File: src/rtl/uart_frame_assembler.sv
// uart_frame_assembler: assembles SOF/payload/XOR-checksum UART frames into a checked control_value/valid pair.
module uart_frame_assembler #(
  parameter int DATA_WIDTH = 8,
  parameter int INPUT_DATA_SIZE = 52,
  parameter int PAYLOAD_BYTES = 7,
  parameter logic [DATA_WIDTH-1:0] SOF_BYTE = 8'hA5
) (
  input  logic                       clk,
  input  logic                       rst,
  input  logic [DATA_WIDTH-1:0]      rx_data,
  input  logic                       rx_valid,
  input  logic [15:0]                timeout_cycles,
  input  logic                       control_ready,
  output logic [INPUT_DATA_SIZE-1:0] control_value,
  output logic                       control_valid,
  output logic                       frame_error,
  output logic [1:0]                 error_code,
  output logic [7:0]                 overrun_count,
  output logic                       busy
);
  localparam int SW = PAYLOAD_BYTES * DATA_WIDTH;
  localparam int CW = $clog2(PAYLOAD_BYTES + 1);
  typedef enum logic [1:0] {IDLE, PAYLOAD, CHECK, HOLD} state_t;
  state_t state_q, state_d;
  logic [SW-1:0] shift_q, shift_d;
  logic [DATA_WIDTH-1:0] csum_q, csum_d;
  logic [CW-1:0] cnt_q, cnt_d;
  logic [15:0] timer_q, timer_d;
  logic [INPUT_DATA_SIZE-1:0] value_q, value_d;
  logic valid_q, valid_d, ferr_q, ferr_d;
  logic [1:0] code_q, code_d;
  logic [7:0] ovr_q, ovr_d;
  logic is_sof, in_frame, expired, pad_bad, start;
  assign is_sof = rx_valid && rx_data == SOF_BYTE;
  assign in_frame = state_q == PAYLOAD || state_q == CHECK;
  assign expired = timeout_cycles != 16'd0 && timer_q >= timeout_cycles;
  assign pad_bad = |(shift_q >> INPUT_DATA_SIZE);
  // a handshake in HOLD frees the block, so a SOF in that same cycle starts a frame
  assign start = is_sof && (state_q == IDLE || (state_q == HOLD && control_ready));
  always_comb begin
    state_d = state_q;
    shift_d = shift_q;
    csum_d = csum_q;
    cnt_d = cnt_q;
    timer_d = timer_q;
    value_d = value_q;
    valid_d = valid_q;
    ferr_d = 1'b0;
    code_d = code_q;
    ovr_d = ovr_q;
    if (start) begin
      state_d = PAYLOAD;
      shift_d = '0;
      csum_d = '0;
      cnt_d = '0;
      timer_d = '0;
    end
    if (in_frame && !rx_valid) begin
      if (expired) begin
        state_d = IDLE;
        ferr_d = 1'b1;
        code_d = 2'b10;
        timer_d = '0;
      end else timer_d = timer_q + 16'd1;
    end
    if (state_q == PAYLOAD && rx_valid) begin
      shift_d = {shift_q[SW-DATA_WIDTH-1:0], rx_data};
      csum_d = csum_q ^ rx_data;
      cnt_d = cnt_q + 1'b1;
      timer_d = '0;
      state_d = cnt_q == CW'(PAYLOAD_BYTES - 1) ? CHECK : PAYLOAD;
    end
    if (state_q == CHECK && rx_valid) begin
      timer_d = '0;
      state_d = (rx_data != csum_q || pad_bad) ? IDLE : HOLD;
      ferr_d = rx_data != csum_q || pad_bad;
      code_d = rx_data != csum_q ? 2'b01 : pad_bad ? 2'b11 : code_q;
      valid_d = rx_data == csum_q && !pad_bad;
      value_d = (rx_data == csum_q && !pad_bad) ? shift_q[INPUT_DATA_SIZE-1:0] : value_q;
    end
    if (state_q == HOLD) begin
      valid_d = !control_ready;
      state_d = control_ready ? (is_sof ? PAYLOAD : IDLE) : HOLD;
      ovr_d = (rx_valid && !control_ready) ? ovr_q + 8'(ovr_q != 8'hFF) : ovr_q;
    end
  end
  always_ff @(posedge clk or posedge rst) begin
    if (rst) begin
      state_q <= IDLE;
      shift_q <= '0;
      csum_q <= '0;
      cnt_q <= '0;
      timer_q <= '0;
      value_q <= '0;
      valid_q <= 1'b0;
      ferr_q <= 1'b0;
      code_q <= 2'b00;
      ovr_q <= '0;
    end else begin
      state_q <= state_d;
      shift_q <= shift_d;
      csum_q <= csum_d;
      cnt_q <= cnt_d;
      timer_q <= timer_d;
      value_q <= value_d;
      valid_q <= valid_d;
      ferr_q <= ferr_d;
      code_q <= code_d;
      ovr_q <= ovr_d;
    end
  end
  assign control_value = value_q;
  assign control_valid = valid_q;
  assign frame_error = ferr_q;
  assign error_code = code_q;
  assign overrun_count = ovr_q;
  assign busy = state_q != IDLE;
endmodule
File: config.mk
export PLATFORM = sky130hd
export DESIGN_NAME = uart_frame_assembler
export DESIGN_NICKNAME = d
export VERILOG_FILES = /design/src/rtl/uart_frame_assembler.sv
export SDC_FILE = /design/constraint.sdc
export NUM_CORES = 1
export LEC_CHECK = 0
export BUFFER_PORTS_ARGS = -buffer_cell sky130_fd_sc_hd__clkbuf_2
export CAP_MARGIN = 20
export CORE_AREA = 10 10 138 114
export DETAILED_ROUTE_END_ITERATION = 10
export DIE_AREA = 0 0 148 124
export GPL_ROUTABILITY_DRIVEN = 0
export PLACE_DENSITY = 0.74
export SLEW_MARGIN = 20
export SYNTH_ARGS = -nofsm -noshare
export SYNTH_HDL_FRONTEND = slang
export SYNTH_SLANG_ARGS = --single-unit
File: constraint.sdc
create_clock -name clk -period 4.4 [get_ports clk]
set_clock_uncertainty 0.15 [all_clocks]
set_input_delay 0.44 -clock clk [delete_from_list [all_inputs] [get_ports clk]]
set_output_delay 0.44 -clock clk [all_outputs]
set_load 0.005 [all_outputs]
==> run summary <==
status - complete, no violations
reg2reg end - state_q[1]$_DFF_PP0_
I/O pins - 93
GR Layer Usage met1 - 21.5%
area of the multi-input gates - 2550 µm²
# hold bufs at CTS - 0
share of layout cells above drive strength 1 - 29.7%
core area - 12900 µm²
DPL Wire Length - 9970 µm
ANT cells - 0
# DRC - 0
register area - 3730 µm²
setup violators final - 0
global-route wire length before repair - 23800 µm
Via density - 5.60
grt met3 use - 4.64%
Arrival @ worst endpoint - 2910 ps
initial antenna violation count - 0
initial core utilization - 50.3%
DRT iter0 DRCs - 374
Worst-Margin Slew - 776 ps
max_cap viols - 0
WP data required - 4570 ps
clock root buffer master - clkbuf_16
PortBufs - 92
final global-route overflow total - 0
largest net degree at the start of global routing - 150
area delta synth->final - 18.9%
Tcrit/Tclk final - 62.4%
Mapped Cells - 533
fillers - 1011
met2 Use GR - 24.7%
sequential area share after synthesis - 57.5%
number of global-route vias before repair - 4574
# rows - 37
Slew HR - 48.3%
clk buf depth - 2
Hold WC Path Type - in2async
peak supply drop - 0.302 mV
Post-Syn Area - 6480 µm²
Startpoint Class - register
Ys Warns - 0
die footprint - 18400 µm²
total CTS buffers - 17
crit-path max FO - 5
DIE HEIGHT - 124 µm
placed cell count - 779
Max Clk Rate - 364 MHz
Die Wd - 148 µm
DR pass1 iterations - 5
Final Instance Count excl. Fillers - 811
classification of the worst setup path - reg2reg
gr usage total - 16.0%
final hold vios - 0
Clock Latency Late Sink - 410 ps
via count - 4540
clk slew on worst S/H paths - 60 ps
max-slew violation count - 0
Final ANT Viol Nets - 0
Critical R2R Launch - timer_q[0]$_DFFE_PP0P_
final WL - 14500 µm
setup TNS - 0 ps
Final Core Density - 59.8%
reg2reg path depth - 8
post-synth net total - 586
pwr dens - 559 nW/µm²
CTS Sinks - 149
distinct cell type count after synthesis - 47
Period minus WS final - 2740 ps
leakage power - 4.00 nW
htree depth - 4
r2r setup slk - 1660 ps
number of synthesized register bits - 149
RSZ-0062 raised after global routing - no
fin nets - 676
post-CTS setup buffer count - 0
GR peak layer - met2
Wirelength per Cell - 17.9 µm
CTS tree - done
mean post-synth cell area - 12.2 µm²
cts repair resizes - 0
Crit. End Element - register
-- area by class of cell --
cell class | count | share of cell area (%)
multi-input combinational | 337 | 33.1
clock inverter | 11 | 1.93
inverter | 22 | 1.12
timing repair buffer | 96 | 6.53
clock buffer | 21 | 6.11
sequential | 149 | 48.4
tap | 175 | 2.84
-- critical path, stage by stage (launching register included) --
cell and delay [ps]:
dfrtp_1 400, inv_1 100, ha_1 230, nand2b_1 130
a2111oi_0 580, nor3_2 100, o31ai_1 580, a31oi_1 170
o31ai_1 210
-- how the worst max path moves through the flow --
stage,start,endpoint,slack [ps],cells past startpoint
after floorplan,rst,cnt_q[0]$_DFFE_PP0P_,1940,1
after CTS,timer_q[0]$_DFFE_PP0P_,state_q[1]$_DFF_PP0_,1680,8
after detailed placement,timeout_cycles[0],state_q[1]$_DFF_PP0_,1560,8
after global placement,timeout_cycles[0],state_q[1]$_DFF_PP0_,1580,8
after global routing,timer_q[0]$_DFFE_PP0P_,state_q[1]$_DFF_PP0_,1440,8
final,timer_q[0]$_DFFE_PP0P_,state_q[1]$_DFF_PP0_,1660,8
-- routing by layer --
layer	vias to the layer above	wire length (µm)
met1	2280	6690
met3	11	813
li1	2116	-
met5	-	0
met4	0	149
met2	133	6850
-- metrics by stage --
| step | hold WS [ps] | worst slack [ps] | instance area (µm²) | power (mW) |
|---|---|---|---|---|
| 6_report | 69.9 | 1660 | 7700 | 4.31 |
| 5_1_grt | 130 | 1440 | 7700 | 4.55 |
| 4_1_cts | 107 | 1680 | 7700 | 4.33 |
| 3_5_place_dp | 324 | 1560 | 7080 | 2.82 |
| 3_3_place_gp | 318 | 1580 | 7080 | 2.77 |
| 2_1_floorplan | 301 | 1940 | 6480 | 2.53 |
-- kinds of logic after synthesis --
logic type	count (synthesis)	share of synthesized area [%]
mux	54	9.38
xor+xnor	14	1.89
fa+ha+maj	25	4.83
flops	149	57.5
simple gates	121	9.50
compound gates	123	13.6
buf+inv	47	3.22
-- flip-flops by register name, indices dropped and copies added (netlist names) --
signal,cells
overrun_count,8
control_value,52
csum_q,8
state_q,2
shift_q,56
control_valid,1
cnt_q,3
timer_q,16
frame_error,1
error_code,2
-- synthesized netlist by cell type (all sizes together) --
cell type  count  area share [%]
nand3          6            0.46
xnor2          4            0.54
nor4bb         1            0.15
a22o          49             6.6
o21bai         1            0.12
and3          12             1.2
o211ai         1            0.12
a2111oi        1            0.14
a31oi         16             1.5
dfrtp        149              58
a21oi         15             1.2
o31ai          3            0.42
nand4b         1            0.14
xor2          10             1.4
nand2b         9            0.87
nor2          19             1.1
and4           2            0.27
a221o          2            0.31
ha            25             4.8
inv           22             1.3
or3            2            0.19
and2           4            0.39
a21o           1            0.12
clkbuf        14            0.81
a22oi          1            0.12
nand2         46             2.7
a211oi         2            0.23
or4            2            0.23
nor3           3            0.48
or2            1           0.097
a221oi         1            0.14
o21ai         25             1.9
mux2          54             9.4
nand4          6            0.58
a41oi          2            0.27
o21a           3            0.35
buf           11             1.1
nor4           6            0.58
and3b          1            0.14
-- power by group --
part	switching, mW	leakage (nW)	internal (mW)
clock	0.555	0.296	0.939
combinational	0.464	1.71	0.369
sequential	0.298	1.99	1.68
total	1.32	4.00	2.99
-- cells in the final DEF, fill, tap and decap left out, types with 3 or more instances in the layout --
| master | netlist | final |
|---|---|---|
| and3_1 | 12 | 12 |
| and2_1 | 4 | 3 |
| inv_1 | 22 | 21 |
| nand3_1 | 6 | 6 |
| clkbuf_16 | 0 | 17 |
| a22o_1 | 49 | 49 |
| nand2b_1 | 9 | 9 |
| mux2_2 | 54 | 54 |
| nand2_1 | 46 | 46 |
| dfrtp_1 | 149 | 149 |
| a21oi_1 | 14 | 14 |
| buf_4 | 6 | 3 |
| a31oi_1 | 16 | 16 |
| ha_1 | 25 | 25 |
| nor4_1 | 6 | 6 |
| clkinvlp_4 | 0 | 4 |
| nor2_1 | 19 | 19 |
| xnor2_1 | 4 | 4 |
| xor2_1 | 10 | 10 |
| clkbuf_8 | 0 | 3 |
| nand4_1 | 6 | 6 |
| bufinv_16 | 0 | 3 |
| o21ai_0 | 23 | 23 |
| clkbuf_2 | 0 | 92 |
No activity file was read; power rests on OpenSTA's default activity.
